==> config.mk <==
export PLATFORM = sky130hd
export DESIGN_NAME = mcb_burst_writer_flat
export DESIGN_NICKNAME = d
export VERILOG_FILES = /design/src/rtl/mcb_burst_writer_if.sv /design/src/rtl/mcb_burst_writer.sv /design/src/flat_wrapper.sv
export SDC_FILE = /design/constraint.sdc
export NUM_CORES = 1
export LEC_CHECK = 0
export CAP_MARGIN = 20
export CORE_MARGIN = 4
export CORE_UTILIZATION = 46
export CTS_CLUSTER_DIAMETER = 150
export DETAILED_ROUTE_END_ITERATION = 12
export PLACE_DENSITY = 0.81
export RECOVER_POWER = 100
export SLEW_MARGIN = 30
export SYNTH_ARGS = -nofsm -noshare
export SYNTH_HDL_FRONTEND = slang
export SYNTH_SLANG_ARGS = --single-unit
==> constraint.sdc <==
create_clock -name clk -period 3.75 [get_ports clk]
set_input_delay 0.375 -clock clk [delete_from_list [all_inputs] [get_ports clk]]
set_output_delay 0.375 -clock clk [all_outputs]
set_load 0.02 [all_outputs]
==> src/rtl/mcb_burst_writer_if.sv <==
// Stream-in and MCB cmd/wr port bundle for the burst writer.
// The master modport is the writer; the slave modport is the producer plus the MCB side.
interface mcb_burst_writer_if;
  logic [31:0] s_data;
  logic        s_valid;
  logic        s_ready;
  logic        cmd_en;
  logic [2:0]  cmd_instr;
  logic [5:0]  cmd_bl;
  logic [29:0] cmd_byte_addr;
  logic        cmd_full;
  logic        wr_en;
  logic [31:0] wr_data;
  logic [3:0]  wr_mask;
  logic        wr_full;
  logic        wr_underrun;

  modport master (
    input  s_data, s_valid, cmd_full, wr_full, wr_underrun,
    output s_ready, cmd_en, cmd_instr, cmd_bl, cmd_byte_addr, wr_en, wr_data, wr_mask
  );

  modport slave (
    output s_data, s_valid, cmd_full, wr_full, wr_underrun,
    input  s_ready, cmd_en, cmd_instr, cmd_bl, cmd_byte_addr, wr_en, wr_data, wr_mask
  );
endinterface

==> src/rtl/mcb_burst_writer.sv <==
// MCB write-port initiator: packs a pixel stream into BURST_LEN-word bursts and
// issues one write command per burst, walking linearly through a frame buffer.
module mcb_burst_writer #(
  parameter int unsigned BURST_LEN   = 32,
  parameter int unsigned FRAME_WORDS = 307200,
  parameter logic [29:0] BASE_ADDR   = 30'd0
) (
  input  logic                 clk,
  input  logic                 reset,
  input  logic                 calib_done,
  input  logic                 frame_start,
  mcb_burst_writer_if.master   bus,
  output logic                 busy,
  output logic                 frame_done,
  output logic                 error
);

  localparam int unsigned BW        = 7;
  localparam int unsigned WW        = $clog2(FRAME_WORDS + 1);
  localparam int unsigned ADDR_STEP = BURST_LEN * 4;

  typedef enum logic [1:0] {IDLE, FILL, CMD} state_t;

  state_t          state_q, state_d;
  logic [BW-1:0]   beat_q, beat_d;
  logic [WW-1:0]   word_q, word_d;
  logic [29:0]     addr_q, addr_d;
  logic            pend_q, pend_d;
  logic            error_q, error_d;

  logic            s_ready_c;
  logic            accept_c;
  logic            cmd_en_c;
  logic            frame_done_c;
  logic            restart_c;

  always_ff @(posedge clk or negedge reset) begin
    if (!reset) begin
      state_q <= IDLE;
      beat_q  <= '0;
      word_q  <= '0;
      addr_q  <= BASE_ADDR;
      pend_q  <= 1'b0;
      error_q <= 1'b0;
    end else begin
      state_q <= state_d;
      beat_q  <= beat_d;
      word_q  <= word_d;
      addr_q  <= addr_d;
      pend_q  <= pend_d;
      error_q <= error_d;
    end
  end

  always_comb begin
    state_d      = state_q;
    beat_d       = beat_q;
    word_d       = word_q;
    addr_d       = addr_q;
    pend_d       = pend_q;
    error_d      = error_q | bus.wr_underrun;
    s_ready_c    = 1'b0;
    accept_c     = 1'b0;
    cmd_en_c     = 1'b0;
    frame_done_c = 1'b0;

    // A restart between bursts takes effect at once; mid-burst it is deferred.
    restart_c = frame_start && ((state_q == IDLE) || ((state_q == FILL) && (beat_q == '0)));
    if (restart_c) begin
      addr_d = BASE_ADDR;
      word_d = '0;
      pend_d = 1'b0;
    end else if (frame_start) begin
      pend_d = 1'b1;
    end

    case (state_q)
      IDLE: begin
        if (calib_done) state_d = FILL;
      end
      FILL: begin
        s_ready_c = !bus.wr_full;
        accept_c  = s_ready_c && bus.s_valid;
        if (accept_c) begin
          if (beat_q == BW'(BURST_LEN - 1)) begin
            beat_d  = '0;
            state_d = CMD;
          end else begin
            beat_d = beat_q + BW'(1);
          end
        end
      end
      CMD: begin
        if (!bus.cmd_full) begin
          cmd_en_c = 1'b1;
          state_d  = FILL;
          // Deferred restart replaces the normal advance and suppresses frame_done.
          if (pend_q || frame_start) begin
            addr_d = BASE_ADDR;
            word_d = '0;
            pend_d = 1'b0;
          end else if (word_q + WW'(BURST_LEN) == WW'(FRAME_WORDS)) begin
            addr_d       = BASE_ADDR;
            word_d       = '0;
            frame_done_c = 1'b1;
          end else begin
            addr_d = addr_q + 30'(ADDR_STEP);
            word_d = word_q + WW'(BURST_LEN);
          end
        end
      end
      default: state_d = IDLE;
    endcase
  end

  assign bus.s_ready       = s_ready_c;
  assign bus.wr_en         = accept_c;
  assign bus.wr_data       = bus.s_data;
  assign bus.wr_mask       = 4'b0000;
  assign bus.cmd_en        = cmd_en_c;
  assign bus.cmd_instr     = 3'b000;
  assign bus.cmd_bl        = 6'(BURST_LEN - 1);
  assign bus.cmd_byte_addr = addr_q;

  assign busy       = (state_q != IDLE);
  assign frame_done = frame_done_c;
  assign error      = error_q;

endmodule

==> src/flat_wrapper.sv <==
// flat-port wrapper written by rule: the top's interface ports become plain ports
module mcb_burst_writer_flat 
#(
  parameter int unsigned BURST_LEN   = 32,
  parameter int unsigned FRAME_WORDS = 307200,
  parameter logic [29:0] BASE_ADDR   = 30'd0
)
  (clk, reset, calib_done, frame_start, busy, frame_done, error, bus_s_data, bus_s_valid, bus_cmd_full, bus_wr_full, bus_wr_underrun, bus_s_ready, bus_cmd_en, bus_cmd_instr, bus_cmd_bl, bus_cmd_byte_addr, bus_wr_en, bus_wr_data, bus_wr_mask);
  mcb_burst_writer_if bus_i ();
  input  logic clk;
  input  logic reset;
  input  logic calib_done;
  input  logic frame_start;
  output logic busy;
  output logic frame_done;
  output logic error;
  input wire logic [$bits(bus_i.s_data)-1:0] bus_s_data;
  input wire logic [$bits(bus_i.s_valid)-1:0] bus_s_valid;
  input wire logic [$bits(bus_i.cmd_full)-1:0] bus_cmd_full;
  input wire logic [$bits(bus_i.wr_full)-1:0] bus_wr_full;
  input wire logic [$bits(bus_i.wr_underrun)-1:0] bus_wr_underrun;
  output wire logic [$bits(bus_i.s_ready)-1:0] bus_s_ready;
  output wire logic [$bits(bus_i.cmd_en)-1:0] bus_cmd_en;
  output wire logic [$bits(bus_i.cmd_instr)-1:0] bus_cmd_instr;
  output wire logic [$bits(bus_i.cmd_bl)-1:0] bus_cmd_bl;
  output wire logic [$bits(bus_i.cmd_byte_addr)-1:0] bus_cmd_byte_addr;
  output wire logic [$bits(bus_i.wr_en)-1:0] bus_wr_en;
  output wire logic [$bits(bus_i.wr_data)-1:0] bus_wr_data;
  output wire logic [$bits(bus_i.wr_mask)-1:0] bus_wr_mask;
  assign bus_i.s_data = bus_s_data;
  assign bus_i.s_valid = bus_s_valid;
  assign bus_i.cmd_full = bus_cmd_full;
  assign bus_i.wr_full = bus_wr_full;
  assign bus_i.wr_underrun = bus_wr_underrun;
  assign bus_s_ready = bus_i.s_ready;
  assign bus_cmd_en = bus_i.cmd_en;
  assign bus_cmd_instr = bus_i.cmd_instr;
  assign bus_cmd_bl = bus_i.cmd_bl;
  assign bus_cmd_byte_addr = bus_i.cmd_byte_addr;
  assign bus_wr_en = bus_i.wr_en;
  assign bus_wr_data = bus_i.wr_data;
  assign bus_wr_mask = bus_i.wr_mask;
  mcb_burst_writer #(.BURST_LEN(BURST_LEN), .FRAME_WORDS(FRAME_WORDS), .BASE_ADDR(BASE_ADDR)) u_core (.clk(clk), .reset(reset), .calib_done(calib_done), .frame_start(frame_start), .bus(bus_i), .busy(busy), .frame_done(frame_done), .error(error));
endmodule
==> out/metrics.json <==
{
  "drt-initial-drc-count": 201,
  "fp-row-count": 31,
  "synth_edf_count": 0,
  "worst_setup_path_end_kind": "flip-flop",
  "seq_area_frac_synth_pct": 43.4,
  "synth_commonest_cells": "60 x sky130_fd_sc_hd__dfrtp_1, 48 x sky130_fd_sc_hd__buf_4, 36 x sky130_fd_sc_hd__nand2_1",
  "grt_start_max_net_pins": 37,
  "timing_worst_setup_path_type": "reg -> reg",
  "cp.depth": 8,
  "gpl.final_weighted_congestion": 0.927,
  "flow.area_growth_from_synthesis_pct": 11.1,
  "synthTopCellsByArea": "sky130_fd_sc_hd__dfrtp_1 43%, sky130_fd_sc_hd__buf_4 10%, sky130_fd_sc_hd__o21ai_0 4.3%, sky130_fd_sc_hd__nand2_1 3.9%, sky130_fd_sc_hd__nand3_1 3.6%",
  "final-hold-violation-count": 0,
  "failing_checks": "capacitance limit, slew limit",
  "area_share_of_the_largest_cell_type_after_synthesis_pct": 43.4,
  "clock_transition_at_the_registers_of_the_reported_paths_ps": 70,
  "r2r_end": "u_core.word_q[10]",
  "cts_hold_buf": 0,
  "grt_pass1_wl_um": 12300,
  "report.final.slew_viol_count": 71,
  "layout_worst_path_cycle_share_pct": 88.4,
  "crit_path_cell_trace": "ha_1, nor4bb_1, nand4_1, or4_1, nor4b_2, nor2_2, and3_1, a211o_1",
  "timing.max_slew.rel_slack_pct": -15.1,
  "fp.coreArea_um2": 7290,
  "floorplan.initialDensity_pct": 47.5,
  "vdd_drop_max_mv": 0.526,
  "power.density_cell_area_nw_per_um2": 427,
  "synth_most_common_cell": "sky130_fd_sc_hd__dfrtp_1",
  "synthesis.area_per_instance_um2": 9.04,
  "diodes": 0,
  "max_clock_freq_mhz": 302,
  "timing.final.setup_violations": 0,
  "worstPathBufferInverterCount": 0,
  "pre_cts_slack_ps": 522,
  "timing.clock.skew_ps": 13.3,
  "die-area_um2": 8980,
  "clk-insertion-delay-late_ps": 340,
  "drtPass1Iterations": 5,
  "worstReg2RegStart": "u_core.word_q[5]",
  "detail_route.wirelength_um": 7160,
  "synth_top_cell_by_area": "sky130_fd_sc_hd__dfrtp_1",
  "die_height_um": 94.8,
  "netlist_area_um2": 3460,
  "drc": 0,
  "worst_setup_path_start_kind": "flip-flop",
  "hold_path_class": "in -> async",
  "netlist-cell-type-count": 52,
  "placed_area_um2": 3660,
  "layout.nets": 434,
  "io_buffers": 43,
  "antenna_left": 0,
  "regToRegSetupSlack_ps": 430,
  "postCtsSetupRepairBufs": 0,
  "critical-path-max-stage-delay_ps": 530,
  "vias_in_the_first_global_route": 2671,
  "timing.critical_path.fanout_max": 27,
  "synth.ff_latch_count": 60,
  "clock_path_buffers": 2,
  "rsz0062_at_grt": "no",
  "cts_made_buffers": 9,
  "critical_path.slowest_cell": "sky130_fd_sc_hd__or4_1",
  "cts-root-buf": "sky130_fd_sc_hd__clkbuf_8",
  "power_leakage_nw": 1.74,
  "finalInstanceArea_um2": 3850,
  "detailroute.via_count": 2734,
  "cts_sinks": 60,
  "wire_per_inst_um": 14.5,
  "grt_usage_pct": 17.2,
  "die_x_um": 94.8,
  "yosys_synthesis_warning_count": 0,
  "worstRegToRegCells": 8,
  "tritoncts_clock_tree": "built",
  "vias_per_cell": 5.53,
  "cp_data_arrival_time_ps": 3530,
  "max_cap_violations": 2,
  "crit_path_max_delay_family": "simple AND/OR/NAND/NOR gates",
  "number_of_antenna_violations_at_the_first_check_in_global_routing": 0,
  "postSynthCellCount": 383,
  "worst_slack_ps": 433,
  "period_minus_slack_ps": 3320,
  "synthArstFlopShare_pct": 100,
  "tns_ps": 0,
  "outcome": "finished with violations",
  "timing_worst_slew_pin_value_ps": 1730,
  "cts_resized": 0,
  "main_flop_type_after_synthesis": "sky130_fd_sc_hd__dfrtp_1",
  "post_route_cells_drive_above_1_share_pct": 6.58,
  "cp_data_required_time_ps": 3970,
  "dpl.hpwl_um": 4960,
  "io_pins": 121,
  "ctsHtreeMaxLevel": 3,
  "global_route.overflow_total": 0
}
-- power by group --
group          internal, mW  switching (mW)
Clock                 0.310           0.271
Sequential            0.712          0.0923
Combinational         0.105           0.153
-- state kept, by name, indices dropped and copies added, names as in the netlist --
signal                    flops
u_core.bus.cmd_byte_addr     30
u_core.error                  1
u_core.beat_q                 7
u_core.state_q                2
u_core.word_q                19
u_core.pend_q                 1
-- worst max path at each step --
stage,startpoint,end,slack [ps]
after floorplan,u_core.state_q[1],frame_done,1030
after global placement,u_core.word_q[5],u_core.word_q[10],690
after detailed placement,u_core.word_q[5],u_core.word_q[10],520
after CTS,u_core.word_q[5],u_core.word_q[10],490
after global routing,u_core.word_q[5],u_core.word_q[10],180
final,u_core.word_q[5],u_core.word_q[10],430
-- routing by layer --
| layer | vias to the layer above | GRT usage [%] | wire length, um |
|---|---|---|---|
| met5 | - | 0 | 0 |
| met4 | 0 | 4.33 | 38 |
| met1 | 1322 | 21.6 | 3140 |
| met2 | 74 | 27.9 | 3450 |
| li1 | 1326 | - | - |
| met3 | 12 | 6.53 | 526 |
-- through the flow --
| step | utilization, % | hold slack [ps] | power (mW) | instances |
|---|---|---|---|---|
| 2_1_floorplan | - | 79.4 | 1.03 | 394 |
| 3_3_place_gp | 50.2 | 420 | 1.07 | 478 |
| 3_5_place_dp | 50.2 | 431 | 1.08 | 478 |
| 4_1_cts | 53.0 | 52.0 | 1.68 | 494 |
| 5_1_grt | 52.7 | 488 | 1.75 | 494 |
| 6_report | 52.7 | 382 | 1.64 | 494 |
-- cells by family after synthesis --
group                      share of synthesized area [%]
DFF                                                 43.4
xor gates and xnor gates                            2.78
muxes                                              0.578
adders and majority gates                           1.45
other                                              0.217
AOI/OAI and AO/OA                                   14.0
and+or+nand+nor                                     24.1
buffers and inverters                               13.6
-- area by class of cell --
cell class,instances,area (um2)
Clock inverter,7,76.3
Fill cell,687,3450
Timing Repair Buffer,48,450
Inverter,10,37.5
Clock buffer,9,124
Multi-Input combinational cell,261,1530
Tap cell,99,124
Sequential cell,60,1500
-- cells in the final DEF, fill, tap and decap left out, types with 8 or more instances in the layout --
master / netlist / final
sky130_fd_sc_hd__dfrtp_1: 60 / 60
sky130_fd_sc_hd__dlygate4sd3_1: 0 / 38
sky130_fd_sc_hd__nand2_1: 36 / 36
sky130_fd_sc_hd__o21ai_0: 30 / 30
sky130_fd_sc_hd__nand3_1: 25 / 25
sky130_fd_sc_hd__nor2_1: 18 / 18
sky130_fd_sc_hd__nor3_1: 17 / 17
sky130_fd_sc_hd__nor2b_1: 13 / 13
sky130_fd_sc_hd__conb_1: 2 / 13
sky130_fd_sc_hd__and3_1: 12 / 12
sky130_fd_sc_hd__inv_1: 10 / 10
sky130_fd_sc_hd__nand4_1: 9 / 9
sky130_fd_sc_hd__clkbuf_8: 0 / 9
sky130_fd_sc_hd__a21oi_1: 8 / 8
Note: power is estimated with default switching activity, not from simulation.
